<file path="src/rtl/clk_freq_meter.sv">
// Gated-window frequency meter: counts clk_test rising edges over GATE_CYCLES
// sys_clk cycles and publishes the count, range/no-clock flags and a window count.
module clk_freq_meter #(
  parameter int unsigned      GATE_CYCLES = 200_000_000,
  parameter int unsigned      CNT_W       = 32,
  parameter logic [CNT_W-1:0] EXP_MIN     = '0,
  parameter logic [CNT_W-1:0] EXP_MAX     = {CNT_W{1'b1}}
) (
  input  logic             sys_clk,
  input  logic             rst_n,
  input  logic             en,
  input  logic             clk_test,
  output logic [CNT_W-1:0] freq_cnt,
  output logic             freq_valid,
  output logic             in_range,
  output logic             no_clk,
  output logic [15:0]      win_cnt
);

  localparam int unsigned   GW        = (GATE_CYCLES > 1) ? $clog2(GATE_CYCLES) : 1;
  localparam logic [GW-1:0] GATE_LAST = GW'(GATE_CYCLES - 1);

  typedef enum logic {IDLE, RUN} state_t;

  state_t           state;
  logic             s1, s2, s3;
  logic             edge_det;
  logic [GW-1:0]    gate_cnt;
  logic [CNT_W-1:0] edge_cnt;
  logic [CNT_W-1:0] edge_sum;
  logic [CNT_W:0]   diff_lo, diff_hi;
  logic             lo_ok, hi_ok;

  assign edge_det = s2 & ~s3;

  always_comb begin
    edge_sum = edge_cnt;
    if (edge_det && !(&edge_cnt)) edge_sum = edge_cnt + CNT_W'(1);
  end

  // Bounds checked via borrow bits so a zero or all-ones bound needs no special case
  always_comb begin
    diff_lo = {1'b0, edge_sum} - {1'b0, EXP_MIN};
    diff_hi = {1'b0, EXP_MAX} - {1'b0, edge_sum};
    lo_ok   = ~diff_lo[CNT_W];
    hi_ok   = ~diff_hi[CNT_W];
  end

  always_ff @(posedge sys_clk) begin
    if (!rst_n) begin
      s1         <= 1'b0;
      s2         <= 1'b0;
      s3         <= 1'b0;
      state      <= IDLE;
      gate_cnt   <= '0;
      edge_cnt   <= '0;
      freq_cnt   <= '0;
      freq_valid <= 1'b0;
      in_range   <= 1'b0;
      no_clk     <= 1'b0;
      win_cnt    <= '0;
    end else begin
      s1         <= clk_test;
      s2         <= s1;
      s3         <= s2;
      freq_valid <= 1'b0;
      if (state == IDLE) begin
        gate_cnt <= '0;
        edge_cnt <= '0;
        if (en) state <= RUN;
      end else if (!en) begin
        state    <= IDLE;
        gate_cnt <= '0;
        edge_cnt <= '0;
      end else if (gate_cnt == GATE_LAST) begin
        gate_cnt   <= '0;
        edge_cnt   <= '0;
        freq_cnt   <= edge_sum;
        freq_valid <= 1'b1;
        in_range   <= lo_ok & hi_ok;
        no_clk     <= (edge_sum == '0);
        win_cnt    <= win_cnt + 16'd1;
      end else begin
        gate_cnt <= gate_cnt + GW'(1);
        edge_cnt <= edge_sum;
      end
    end
  end

endmodule

</file>
<file path="config.mk">
export PLATFORM = sky130hd
export DESIGN_NAME = clk_freq_meter
export DESIGN_NICKNAME = d
export VERILOG_FILES = /design/src/rtl/clk_freq_meter.sv
export SDC_FILE = /design/constraint.sdc
export NUM_CORES = 1
export LEC_CHECK = 0
export CORE_MARGIN = 2
export CORE_UTILIZATION = 56
export DETAILED_ROUTE_END_ITERATION = 10
export PLACE_DENSITY = 0.8
export SYNTH_ARGS = -nofsm -noshare
export SYNTH_HDL_FRONTEND = slang
export SYNTH_SLANG_ARGS = --single-unit
</file>
<file path="constraint.sdc">
create_clock -name sys_clk -period 3.2 [get_ports sys_clk]
set_input_delay 0.32 -clock sys_clk [delete_from_list [all_inputs] [get_ports sys_clk]]
set_output_delay 0.32 -clock sys_clk [all_outputs]
set_load 0.1 [all_outputs]
</file>
==> results of run 1 <==
## metal layers
layer,track usage [%],routed length (µm),vias to the layer above
li1,-,-,2032
met1,32.51,5357,1983
met2,38.89,5353,156
met3,7.122,696,38
met4,12.07,284,0
met5,0,0,-
## logic make-up after synthesis
group           share of synthesized area [%]
simple gates                            29.72
compound gates                          7.218
xor+xnor                                12.16
fa+ha+maj                              0.7679
buf+inv                                 2.432
mux                                    0.6143
flops                                   47.09
## worst max-delay path: stages (launching register included)
cell and delay (ps):
dfxtp_1 400, ha_1 230, nand3_1 180, nor3_1 460, nand4_1 290, nor2_4 280
buf_4 450, nor2_1 130, a211oi_1 330
## sequential cells by signal, summed over array words and instances, names as in the netlist, 16 cells and up
name and cells:
win_cnt 16, gate_cnt 28, freq_cnt 32, edge_cnt 32
## worst paths after layout
kind | end | startpoint
max | freq_cnt[11] | gate_cnt[0]
min | s1 | clk_test
min reg2reg | s2 | s1
max reg2reg | freq_cnt[11] | gate_cnt[0]
## per-stage QoR
stage | util (%) | instance area [µm²] | std cells
CTS | 71.77 | 6167 | 735
floorplan | - | 4888 | 557
global route | 71.77 | 6167 | 735
detailed placement | 64.31 | 5527 | 703
global placement | 64.31 | 5527 | 703
finish | 71.77 | 6167 | 735
## cell usage in the layout, fill, tap and decap left out, types with 3 or more instances in the layout
cell             instances
mux2i_1                  3
and4_1                   4
a21oi_1                  9
buf_4                    6
o21ai_0                  6
clkbuf_16               16
or4_1                    3
inv_1                    7
clkinv_2                 4
nor2_1                 123
clkdlybuf4s50_1         54
xnor2_1                 27
xor2_1                  39
nand4b_1                 3
bufinv_16                5
nor3_1                  11
and2_1                   8
nand4_1                 20
nand3_1                 28
and3_1                  11
ha_1                     3
a211oi_1                31
or3_1                    6
dfxtp_1                115
clkbuf_8                 4
nor4_1                   8
nand2_1                 39
## final cells by class
class,count,share of cell area (%)
Clock buffer,22,7.507
Clock inverter,10,2.881
Timing Repair Buffer,60,9.495
Tap cell,108,2.191
Sequential cell,115,37.33
Multi-Input combinational cell,413,40.17
Inverter,7,0.4261
## where the power goes
group / total, µW / switching, µW / internal (µW) / leakage [µW]
clock network: 2040 / 643 / 1400 / 0.000315
logic: 33.1 / 24.2 / 8.89 / 0.000817
registers: 1440 / 2.10 / 1440 / 0.000927
total: 3510 / 670 / 2840 / 0.00206
==> results_dict.tcl, run 1 <==
set metrics [dict create \
    dr.pass1.iters 5 \
    io_pins 55 \
    critPathArrivalTime_ps 3300 \
    nFillCells 618 \
    yosysTopAreaCell "dfxtp_1" \
    start_util_pct 56.89 \
    place_ws_ps 552.6 \
    netlist_instances 557 \
    synthFlopType "dfxtp_1" \
    syn_area_um2 4888 \
    yosysTopAreaCellShare_pct 47.09 \
    ant_nets 0 \
    postCtsSetupBuffers 0 \
    yosys-top-cells-count "nor2_1, dfxtp_1, nand2_1, xor2_1, a211oi_1" \
    regArea_um2 2302 \
    finalSetupTns_ps 0 \
    power_density_nw_per_um2 569.7 \
    hold_class "in -> reg" \
    num_vias 4209 \
    grt_pass1_wl_um 19480 \
    setup_viol 0 \
    dr.first_iter.drc_count 263 \
    ys_types 45 \
    antenna_cells 0 \
    gp_congestion 0.9363 \
    end_kind "flop" \
    maxSlewViolCount 0 \
    yosysWarnings 0 \
    p_leak_uw 0.002059 \
    required_ps 3590 \
    async_flop_share_pct 0 \
    cts.sinks 115 \
    fin_nets 621 \
    core-area_um2 8593 \
    numCtsBuffers 17 \
    synth.most_common_cell "nor2_1" \
    reg2reg_slack_ps 300 \
    grt.total_usage_pct 25.15 \
    clock-skew-final_ps 6.342 \
    slew_headroom_pct 32.16 \
    h-tree-depth 4 \
    worstPathMaxFanout 47 \
    post_cts_resized 0 \
    drc 0 \
    cts_tree "yes" \
    grt_pass1_vias 4183 \
    port_buffers 54 \
    finalCritPeriodShare_pct 90.66 \
    die_h_um 97.43 \
    viasPerCell 5.727 \
    die_x_um 97.43 \
    rows 34 \
    drive_gt1_share_pct 8.293 \
    hold_buffers 0 \
    ys_seq_area_share_pct 47.09 \
    drt-wirelength-per-cell_um 15.91 \
    ir_drop_v 0.0004180 \
    area_growth_pct 26.16 \
    r2r_cells 8 \
    wirelength_um 11690 \
    fmax_mhz 344.7 \
    hold_depth 2 \
    detailed_place_hpwl_um 7461 \
    whs_ps 390.7 \
    synth_fp_nets 564 \
    synth_edf_count 0 \
    clockBufferDepth 2 \
    status "finished, final reports clean" \
    antenna_found_initial 0 \
    clock-root-buffer "clkbuf_8" \
    multi_input_area_um2 2477 \
    finalHoldViolations 0 \
    grt_max_degree 59 \
    synth_seq_cells 115 \
    synth_area_leaders "dfxtp_1, nor2_1, xor2_1, xnor2_1, a211oi_1" \
    maxCapViolCount 0 \
    postSynthAreaPerCell_um2 8.776 \
    power_uw 3513 \
    clk_pin_slew_ps 60 \
    layout_setup_ws_ps 298.8 \
    layout_min_cycle_time_ps 2901 \
    overflow 0 \
    tightestPinTransition_ps 1014 \
    critical_path_class "reg -> reg" \
    rsz0062_at_grt "no" \
    worst_skew_pair.late_latency_ps 510 \
    start_kind "flop" \
    dieArea_um2 9493 \
]
Power figures use the tool's default switching activity.
==> inputs of run 2 (changes only) <==
--- a/config.mk
+++ b/config.mk
@@ -5,7 +5,6 @@
 export SDC_FILE = /design/constraint.sdc
 export NUM_CORES = 1
 export LEC_CHECK = 0
-export CORE_MARGIN = 2
 export CORE_UTILIZATION = 56
 export DETAILED_ROUTE_END_ITERATION = 10
 export PLACE_DENSITY = 0.8
==> results_dict.tcl, run 2 (synthesis gave the netlist of run 1 again) <==
set metrics [dict create \
    layout_common_cells "nor2_1, dfxtp_1, clkdlybuf4s50_1" \
    setup_viol 0 \
    multi_input_area_um2 2477 \
    regArea_um2 2302 \
    fin_nets 620 \
    core-area_um2 8341 \
    finalSetupTns_ps 0 \
    finalCritPeriodShare_pct 83.65 \
    clock-skew-final_ps 7.002 \
    h-tree-depth 4 \
    hold_class "in -> reg" \
    drc 0 \
    rr_endpoint "no_clk" \
    end_kind "flop" \
    tightestPinTransition_ps 984.9 \
    cts.sinks 115 \
    whs_endpoint "s1" \
    critPathArrivalTime_ps 3130 \
    port_buffers 54 \
    overflow 0 \
    status "finished, final reports clean" \
    start_kind "flop" \
    ant_nets 0 \
    area_growth_pct 25.19 \
    power_density_nw_per_um2 539.4 \
    slowest_stage "nor2_1" \
    hold_buffers 0 \
    slew_headroom_pct 34.14 \
    clk_pin_slew_ps 50 \
    finalHoldViolations 0 \
    fmax_mhz 373.6 \
    num_vias 4223 \
    dieArea_um2 9107 \
    grt.total_usage_pct 26.30 \
    gp_congestion 0.8890 \
    layout_commonest_cell "nor2_1" \
    antenna_cells 0 \
    antenna_found_initial 0 \
    cts_tree "yes" \
    rsz0062_at_grt "no" \
    die_x_um 95.43 \
    required_ps 3660 \
    maxSlewViolCount 0 \
    worst_path_largest_cell_delay_ps 480 \
    path_cells "ha_1, nand3_1, nor2_1, nand4_1, nor4_1, xnor2_1, nand4_1, nor4_1, nand4_1, nand2_1" \
    clock-root-buffer "clkbuf_8" \
    whs_ps 388.3 \
    worst_skew_pair.late_latency_ps 510 \
    drt-wirelength-per-cell_um 15.52 \
    dr.first_iter.drc_count 285 \
    layout_min_cycle_time_ps 2677 \
    drive_gt1_share_pct 7.987 \
    post_cts_resized 0 \
    viasPerCell 5.777 \
    hp-start "clk_test" \
    ir_drop_v 0.0003418 \
    p_leak_uw 0.002031 \
    r2r_cells 10 \
    clockBufferDepth 2 \
    io_pins 55 \
    die_h_um 95.43 \
    dr.pass1.iters 5 \
    wirelength_um 11350 \
    rows 33 \
    timing.rr.start "edge_cnt[0]" \
    largestRegisters "edge_cnt (32), freq_cnt (32), gate_cnt (28)" \
    start_util_pct 58.61 \
    critical_path_class "reg -> reg" \
    grt_pass1_wl_um 18150 \
    worst_path_most_repeated_cell "nand4_1" \
    maxCapViolCount 0 \
    postCtsSetupBuffers 0 \
    worstPathMaxFanout 6 \
    detailed_place_hpwl_um 7677 \
    grt_pass1_vias 3832 \
    grt_max_degree 48 \
    hold_depth 2 \
    nFillCells 610 \
    numCtsBuffers 17 \
    reg2reg_slack_ps 520 \
]
## run 2: stage by stage
stage | area, µm² | utilization (%) | total power (µW) | setup slack [ps] | cells
finish | 6120 | 73.37 | 3301 | 523.2 | 731
global route | 6120 | 73.37 | 3394 | 255.7 | 731
CTS | 6120 | 73.37 | 3311 | 509.9 | 731
detailed placement | 5540 | 66.43 | 1503 | 523.0 | 699
global placement | 5540 | 66.43 | 1503 | 606.8 | 699
floorplan | 4888 | - | 1487 | 869.7 | 557
## run 2: worst max-delay path by stage
stage                 from     end  slack (ps)  depth (start not counted)
6_report       edge_cnt[0]  no_clk         520                         10
5_1_grt        gate_cnt[0]  no_clk         260                         10
4_1_cts        gate_cnt[0]  no_clk         510                         10
3_5_place_dp   gate_cnt[0]  no_clk         520                         10
3_3_place_gp   gate_cnt[0]  no_clk         610                         10
2_1_floorplan  edge_cnt[0]  no_clk         870                         11
## run 2: routing by layer
layer | vias to the layer above | track usage [%] | wire length [µm]
met3 | 19 | 7.576 | 834
met2 | 171 | 41.61 | 5245
li1 | 2045 | - | -
met1 | 1988 | 34.37 | 5099
met4 | 0 | 8.955 | 169
met5 | - | 0 | 0
## run 2: power breakdown
part	internal, µW	total (µW)	switching (µW)	leakage, µW
Clock	1190	1830	640	0.000281
Combinational	10.7	35.4	24.7	0.000823
Sequential	1440	1440	1.85	0.000927
Total	2630	3300	667	0.00203
## run 2: worst max-delay path, delay by kind of cell (launching register included)
kind                     cells  cell delay (ps)
flip-flops                   1              430
AND/OR/NAND/NOR              8             1770
adder cells (fa/ha/maj)      1              200
XOR/XNOR                     1              220
## run 2: final cells by class
| class | instances | share of cell area, % |
|---|---|---|
| Multi-Input combinational cell | 413 | 40.48 |
| Tap cell | 105 | 2.147 |
| Clock inverter | 8 | 1.615 |
| Inverter | 7 | 0.4294 |
| Clock buffer | 24 | 7.851 |
| Sequential cell | 115 | 37.62 |
| Timing Repair Buffer | 59 | 9.855 |
==> RTL change: new RTL, flow settings as in run 2 <==
Register the output `freq_cnt` once more, with the module's reset; this adds one clock of latency there. The other outputs are not delayed to match.
--- a/src/rtl/clk_freq_meter.sv
+++ b/src/rtl/clk_freq_meter.sv
@@ -21,6 +21,8 @@
   localparam logic [GW-1:0] GATE_LAST = GW'(GATE_CYCLES - 1);
 
   typedef enum logic {IDLE, RUN} state_t;
+
+  logic [CNT_W-1:0] freq_cnt_s0;
 
   state_t           state;
   logic             s1, s2, s3;
@@ -54,7 +56,7 @@
       state      <= IDLE;
       gate_cnt   <= '0;
       edge_cnt   <= '0;
-      freq_cnt   <= '0;
+      freq_cnt_s0 <= '0;
       freq_valid <= 1'b0;
       in_range   <= 1'b0;
       no_clk     <= 1'b0;
@@ -75,7 +77,7 @@
       end else if (gate_cnt == GATE_LAST) begin
         gate_cnt   <= '0;
         edge_cnt   <= '0;
-        freq_cnt   <= edge_sum;
+        freq_cnt_s0 <= edge_sum;
         freq_valid <= 1'b1;
         in_range   <= lo_ok & hi_ok;
         no_clk     <= (edge_sum == '0);
@@ -87,5 +89,13 @@
     end
   end
 
+  always_ff @(posedge sys_clk) begin
+    if (!rst_n) begin
+      freq_cnt <= '0;
+    end else begin
+      freq_cnt <= freq_cnt_s0;
+    end
+  end
+
 endmodule
 
Behaviour: no difference found for any inputs over 10 cycles, from zero or initial values and one cycle with rst_n low; that may be too few to reach the edited logic, so the function may still have changed.
==> RTL change against run 2 <==
Global-route usage decreased by 0.68 points. Sequential cell count rose by 32. Synthesized area up 20%. Critical path depth unchanged. Cell area grew 17%. Wire length is 13% higher. Core utilization down 3.6 points. Count of clock-buffer cells in the layout down 3. Setup slack got worse by 0.23 ns. Power is 18% higher. Final cell count is 15% higher. Highest routed layer unchanged.
==> RTL change: results (changes against run 2) <==
stage	metric	value	unit	change
status	outcome	complete, no violations		
timing	clock skew	0.00756	ns	+0.000563 ns
worst_setup_path	worst-path fanout max	8		+2
cells_and_area	seq_cells	147		+28%
worst_setup_path	register-to-register setup slack	0.30	ns	-0.23 ns
logic_synthesis	Post-synth top cells	147 x dfxtp_1, 113 x nor2_1, 42 x xor2_1		
global_routing	first-pass GRT wire length	21900	um	+21%
global_routing	vias in the first global route	4535		+18%
global_routing	pin count of the biggest net entering global routing	52		+8.3%
place	gp weighted congestion	0.901		+1.4%
min_path	class of the worst hold path	primary input to flip-flop		
detailed_routing	WL per Instance	15.3	um	-1.2%
logic_synthesis	largest cells by area after synthesis	dfxtp_1 50%, nor2_1 7.2%, xor2_1 6.3%		
logic_synthesis	post-synthesis sequential area ratio	50.1	%	+3.0 points
place	DP HPWL	8760	um	+14%
timing	Tightest Pin Transition	0.983	ns	-0.00157 ns
cells_and_area	buffer share of cell area	8.59	%	-1.3 points
clock_tree	Clock Path Buffers	2		unchanged
cells_and_area	top flop regs	edge_cnt: 32 flops, freq_cnt: 32 flops, freq_cnt_s0: 32 flops		
worst_setup_path	Worst Path Arrival	3.39	ns	+0.26 ns
cells_and_area	Non-CTS buffers	62		+5.1%
cells_and_area	share of cells above drive strength 1	8.27	%	+0.29 points
cells_and_area	clock buffers	21		-13%
cells_and_area	Clock-cell share	8.48	%	-0.98 points
detailed_routing	Initial DRT Pass Iterations	4		-1
cells_and_area	non-clock inverter count	9		+2
cells_and_area	Fill cells	794		+30%
power	Max VDD drop	0.000364	V	+6.6%
clock_tree	Skew-Pair Late Insertion Delay	0.54	ns	+0.03 ns
cells_and_area	register fraction of the total cell area	41.2	%	+3.6 points
cells_and_area	number of multi-input logic gates	452		+9.4%
logic_synthesis	Synthesized Nets	646		+15%
power	leak pwr	2.47	nW	+21%
global_routing	GRT Total Usage	25.6	%	-0.68 points
cells_and_area	multi-input gate share of total cell area	38.9	%	-1.6 points
clock_tree	TritonCTS buffer count	17		unchanged
detailed_routing	Initial DRC Count	258		-9.5%
worst_setup_path	slowest stage cell, crit path	nor4_4		
cells_and_area	nets@finish	696		+12%
detailed_routing	routed vias/inst	5.50		-4.9%
logic_synthesis	Distinct cells, synth	56		+24%
worst_setup_path	CP max stage delay	0.51	ns	+0.03 ns
RTL change: where the power goes:
part / internal [mW] / total, mW / switching (mW)
registers: 1.83 / 1.83 / 0.00147
clock network: 1.30 / 2.03 / 0.735
logic: 0.0115 / 0.0409 / 0.0294
total: 3.14 / 3.91 / 0.766
RTL change: kinds of logic after synthesis:
group	after synthesis	synth area share, %
xor gates and xnor gates	63	9.52
adders and majority gates	3	0.639
muxes	3	0.511
and+or+nand+nor	314	28.0
AOI/OAI and AO/OA	69	8.41
buffers and inverters	40	2.83
DFF	147	50.1
RTL change: through the flow:
step / power, mW / instance area (um^2) / instances / hold slack, ns / setup WS [ns]
6_report: 3.91 / 7140 / 837 / 0.367 / 0.295
2_1_floorplan: 1.90 / 5870 / 639 / 0.412 / 0.791
3_3_place_gp: 1.91 / 6530 / 806 / 0.418 / 0.442
4_1_cts: 3.93 / 7140 / 837 / 0.362 / 0.330
5_1_grt: 4.02 / 7140 / 837 / 0.361 / 0.0161
3_5_place_dp: 1.92 / 6530 / 806 / 0.427 / 0.375
RTL change: worst max-delay path by stage:
stage	startpoint	to	cells after the start	slack [ns]
global route	edge_cnt[0]	no_clk	10	0.02
detailed placement	edge_cnt[0]	no_clk	10	0.38
CTS	edge_cnt[0]	no_clk	10	0.33
floorplan	edge_cnt[0]	no_clk	10	0.79
global placement	edge_cnt[4]	no_clk	9	0.44
finish	edge_cnt[0]	no_clk	10	0.30
RTL change: routing by layer:
metal  part of all wire, %  global-route usage (%)  routed length [um]  vias up
met4                   1.4                    10.6                 178        0
li1                      -                       -                   -     2298
met2                    51                    43.3                6530       90
met3                   4.9                    6.20                 632       17
met5                     0                       0                   0        -
met1                    43                    31.0                5500     2195
